`src/rtl/fifo_pkg.sv`:
```
// Shared FIFO helpers: sizing functions and the status flag bundle.
// Used by the single-clock FIFO and the async FIFO variant.
package fifo_pkg;

    // Ceiling log2 for sizing counters and addresses.
    function automatic int clog2(input int value);
        int r;
        r = 0;
        for (int i = 0; i < 31; i++) begin
            if ((1 << i) < value) begin
                r = i + 1;
            end
        end
        return r;
    endfunction

    // Number of storage entries for a given address width.
    function automatic int depth_of(input int addr_w);
        return 1 << addr_w;
    endfunction

    // Pointer width: address bits plus one wrap bit.
    function automatic int ptr_w_of(input int addr_w);
        return addr_w + 1;
    endfunction

    // Occupancy status bundle.
    typedef struct packed {
        logic full;
        logic almost_full;
        logic empty;
        logic almost_empty;
    } fifo_flags_t;

endpackage

```
`src/rtl/sync_fifo_ram.sv`:
```
// Simple dual-port storage: one write port, one registered read port.
// The array itself is never reset; only the read register is.
module sync_fifo_ram #(
    parameter int DATA_W = 8,
    parameter int ADDR_W = 4
) (
    input  logic              clk,
    input  logic              rst,
    input  logic              we,
    input  logic [ADDR_W-1:0] waddr,
    input  logic [DATA_W-1:0] wdata,
    input  logic              re,
    input  logic [ADDR_W-1:0] raddr,
    output logic [DATA_W-1:0] rdata
);

    logic [DATA_W-1:0] mem [0:(1<<ADDR_W)-1];

    // Write port: store the word at the write address.
    always_ff @(posedge clk) begin
        if (we) begin
            mem[waddr] <= wdata;
        end
    end

    // Read port: register the addressed word; hold when not enabled.
    always_ff @(posedge clk) begin
        if (rst) begin
            rdata <= '0;
        end else if (re) begin
            rdata <= mem[raddr];
        end
    end

endmodule

```
`src/rtl/sync_fifo_ctrl.sv`:
```
// Single-clock FIFO: pointers, occupancy flags and sticky error flags
// around a dual-port storage array with a registered read port.
module sync_fifo_ctrl
    import fifo_pkg::*;
#(
    parameter int DATA_W    = 8,
    parameter int ADDR_W    = 4,
    parameter int AF_THRESH = depth_of(ADDR_W) - 2,
    parameter int AE_THRESH = 2
) (
    input  logic              clk,
    input  logic              rst,
    input  logic              w_en,
    input  logic [DATA_W-1:0] w_data,
    input  logic              r_en,
    output logic [DATA_W-1:0] r_data,
    output logic              r_valid,
    output logic              full,
    output logic              almost_full,
    output logic              empty,
    output logic              almost_empty,
    output logic [ADDR_W:0]   count,
    output logic              overflow,
    output logic              underflow
);

    localparam int PTR_W = ptr_w_of(ADDR_W);
    localparam logic [PTR_W-1:0] AF_LVL = PTR_W'(AF_THRESH);
    localparam logic [PTR_W-1:0] AE_LVL = PTR_W'(AE_THRESH);

    logic [PTR_W-1:0] w_ptr;
    logic [PTR_W-1:0] r_ptr;
    logic [PTR_W-1:0] occ;
    logic             wr_acc;
    logic             rd_acc;
    fifo_flags_t      flags;

    // Occupancy is the modular pointer difference; the wrap bit
    // disambiguates full from empty.
    assign occ    = w_ptr - r_ptr;
    assign wr_acc = w_en && !flags.full;
    assign rd_acc = r_en && !flags.empty;

    // Status flags decoded from the registered pointers only.
    always_comb begin
        flags              = '0;
        flags.empty        = (w_ptr == r_ptr);
        flags.full         = (w_ptr[ADDR_W] != r_ptr[ADDR_W]) &&
                             (w_ptr[ADDR_W-1:0] == r_ptr[ADDR_W-1:0]);
        flags.almost_full  = (occ >= AF_LVL);
        flags.almost_empty = (occ <= AE_LVL);
    end

    assign count        = occ;
    assign full         = flags.full;
    assign almost_full  = flags.almost_full;
    assign empty        = flags.empty;
    assign almost_empty = flags.almost_empty;

    // Pointer advance on accepted accesses; rejected ones change nothing.
    always_ff @(posedge clk) begin
        if (rst) begin
            w_ptr <= '0;
            r_ptr <= '0;
        end else begin
            if (wr_acc) begin
                w_ptr <= w_ptr + 1'b1;
            end
            if (rd_acc) begin
                r_ptr <= r_ptr + 1'b1;
            end
        end
    end

    // Read-valid marks the cycle the popped word appears on r_data.
    always_ff @(posedge clk) begin
        if (rst) begin
            r_valid <= 1'b0;
        end else begin
            r_valid <= rd_acc;
        end
    end

    // Sticky error flags, cleared only by reset.
    always_ff @(posedge clk) begin
        if (rst) begin
            overflow  <= 1'b0;
            underflow <= 1'b0;
        end else begin
            if (w_en && flags.full) begin
                overflow <= 1'b1;
            end
            if (r_en && flags.empty) begin
                underflow <= 1'b1;
            end
        end
    end

    sync_fifo_ram #(
        .DATA_W (DATA_W),
        .ADDR_W (ADDR_W)
    ) u_ram (
        .clk   (clk),
        .rst   (rst),
        .we    (wr_acc),
        .waddr (w_ptr[ADDR_W-1:0]),
        .wdata (w_data),
        .re    (rd_acc),
        .raddr (r_ptr[ADDR_W-1:0]),
        .rdata (r_data)
    );

endmodule

```
`config.mk`:
```
export PLATFORM = sky130hd
export DESIGN_NAME = sync_fifo_ctrl
export DESIGN_NICKNAME = d
export VERILOG_FILES = /design/src/rtl/fifo_pkg.sv /design/src/rtl/sync_fifo_ram.sv /design/src/rtl/sync_fifo_ctrl.sv
export SDC_FILE = /design/constraint.sdc
export NUM_CORES = 1
export LEC_CHECK = 0
export ABC_AREA = 0
export BUFFER_PORTS_ARGS = -buffer_cell sky130_fd_sc_hd__buf_2
export CELL_PAD_IN_SITES_DETAIL_PLACEMENT = 0
export CELL_PAD_IN_SITES_GLOBAL_PLACEMENT = 1
export CORE_MARGIN = 1.5
export CORE_UTILIZATION = 51
export DETAILED_ROUTE_END_ITERATION = 10
export PLACE_DENSITY_LB_ADDON = 0.1
export SYNTH_ARGS = -nofsm -noshare
export SYNTH_HDL_FRONTEND = slang
export SYNTH_SLANG_ARGS = --single-unit
```
`constraint.sdc`:
```
create_clock -name clk -period 3.3 [get_ports clk]
set_input_delay 0.66 -clock clk [delete_from_list [all_inputs] [get_ports clk]]
set_output_delay 0.66 -clock clk [all_outputs]
set_load 0.01 [all_outputs]
```
==> flow_summary.yaml <==
status:
  status: "complete, no violations"
drt:
  drc: 0
  wire_per_inst_um: 20.5
  final_antenna_net_count: 0
  dr_total_vias: 3290
  drt_iter0_markers: 263
  viasPerCell: 5.61
  first_pass_iters: 4
  wirelength_mm: 12.0
worst_setup_path:
  end_kind: "output port"
  required_ns: 2.64
  critPathKind: "register to output port"
  crit_arrival_ns: 2.35
  cp_max_fo: 5
  start_kind: "register"
sta:
  slew_viol_final: 0
  clock.fmax_ghz: 0.333
  tightest_slew_ns: 0.766
  hold_viol: 0
  final.period_utilization_pct: 91.1
  max_slew_margin_pct: 48.7
  clock_skew_ns: 0.00694
  fin_setup_tns_ns: 0
  finalSetupViolations: 0
  period_minus_slack_ns: 3.01
  rsz0062_at_grt: "false"
synth:
  yosys_warnings: 0
  netlist_top_cells_area: "edfxtp_1 64%, mux2i_1 8.1%, dfxtp_1 7.0%"
  ys_ff_latch: 149
  synth.avg_cell_area_um2: 15.8
  synth.distinct_cells: 40
  yosysTopAreaCell: "edfxtp_1"
  syn-cell-area_mm2: 0.00603
  synth_top_area_share_pct: 63.7
  seq_area_frac_synth_pct: 70.7
  netlist_instances: 383
  syn_nets: 405
clocking:
  cts_inserted_buffers: 17
  worstSkewPairLatency_ns: 0.41
  cts_setup_buffers: 0
  numClockSinks: 149
  post_cts_resized: 0
  clockBufferDepth: 2
  cts_tree: "done"
  cts_root_buffer: "clkbuf_16"
  clkTransAtPathRegs_ns: 0.05
  htree_levels: 4
  postCtsHoldBufs: 0
hold_path:
  hold_class: "register to register"
floorplanning:
  design.die.area_mm2: 0.0125
  die_y_um: 112
  start_util_pct: 52.6
  core_mm2: 0.0115
  boundaryPins: 32
  die_w_um: 112
  rows: 39
global_routing:
  grt_max_degree: 32
  antenna_found_initial: 0
  grt_pass1_vias: 3404
  grt_first_pass_wirelength_mm: 19.0
  gr-usage-all-layers_pct: 20.8
  grt_overflow: 0
final_layout:
  finalInstanceArea_mm2: 0.00693
  antennaDiodeCount: 0
  final_nets: 453
  fin_cells: 586
  final_common_cell: "edfxtp_1"
  fillerInstances: 848
  layout-drive-gt1-share_pct: 19.9
  syn_to_final_growth_pct: 14.8
  final_cell_mix: "128 x edfxtp_1, 49 x mux2i_1, 33 x nor2_1"
  post-route-util_pct: 60.4
  multi_input_area_mm2: 0.00164
  register_area_mm2: 0.00427
place:
  place.gp.congestion: 0.817
  placed_cell_area_mm2: 0.00640
  placedCellCount: 555
  portBuffers: 31
  dpl.hpwl_mm: 8.06
flow_run:
  cap_viol_max_count: 0
pwr:
  p_per_area_mw_per_mm2: 639
  ir_drop_uv: 395
  power.leakage_nw: 2.30
## power by group
group	switching [mW]	internal, mW
sequential	0.0269	2.10
clock	0.675	1.02
combinational	0.366	0.235
## synthesized netlist by cell type (all sizes together)
library cell and instances:
a41o 1, buf 15, nor3 12, clkbuf 5, mux2i 49, nand2b 2, o21a 3, xnor2 5
nand3b 2, and3 1, or4 1, or3 3, inv 8, xor2 4, a211oi 9, or2b 1
mux4 8, nand2 7, ha 9, or3b 1, o22ai 16, nor2b 2, edfxtp 128, nor2 33
a221oi 8, nand4 1, o21ai 13, and2 1, o211ai 3, dfxtp 21, fa 1, a21o 2
nand3 2, a21oi 6
## critical path, stage by stage (launching register included)
cell and delay [ns]:
dfxtp_1 0.35, inv_1 0.12, ha_1 0.17, inv_1 0.05
fa_1 0.39, a21o_1 0.19, a21oi_1 0.16, xnor2_1 0.12
a211oi_1 0.22, buf_2 0.16
## state kept, by name, summed over array words and instances (netlist names)
register and flops:
u_ram.rdata 8, overflow 1, u_ram.mem 128, w_ptr 5, underflow 1, r_ptr 5
r_valid 1
## area by class of cell
type / count / area share (%)
clock buffer: 21 / 6.36
multi-input combinational: 206 / 23.6
tap: 143 / 2.58
sequential: 149 / 61.6
clock inverter: 10 / 1.21
timing repair buffer: 49 / 4.19
inverter: 8 / 0.434
## metal layers
metal | track usage (%) | share of wire [%] | vias up
li1 | - | - | 1587
met4 | 7.09 | 0.73 | 0
met2 | 34.2 | 51 | 68
met1 | 27.0 | 44 | 1628
met3 | 5.33 | 4.2 | 7
met5 | 0 | 0 | -
## path summary, 6_finish.rpt
check	from	end	slack (ns)	cells past startpoint
worst max-delay path	w_ptr[0]	almost_empty	0.29	9
worst min-delay path	overflow	overflow	0.46	2
worst max register to register	w_ptr[2]	u_ram.mem[11][1]	0.92	4
worst min register to register	overflow	overflow	0.46	2
## metrics by stage
stage | power [mW] | hold slack, ns | setup WS, ns
floorplan | 2.56 | 0.502 | 0.450
global placement | 2.77 | 0.440 | 0.737
detailed placement | 2.78 | 0.458 | 0.690
CTS | 4.47 | 0.471 | 0.255
global route | 4.59 | 0.503 | 0.156
finish | 4.43 | 0.461 | 0.293
## cell families after synthesis
kind of cell	count (synthesis)	synth area share, %
xor gates and xnor gates	9	1.56
AOI/OAI and AO/OA	61	6.84
muxes	57	11.1
and+or+nand+nor	69	5.43
DFF	149	70.7
adders and majority gates	10	2.20
buffers and inverters	28	2.18
(Power assumes the default switching activity.)
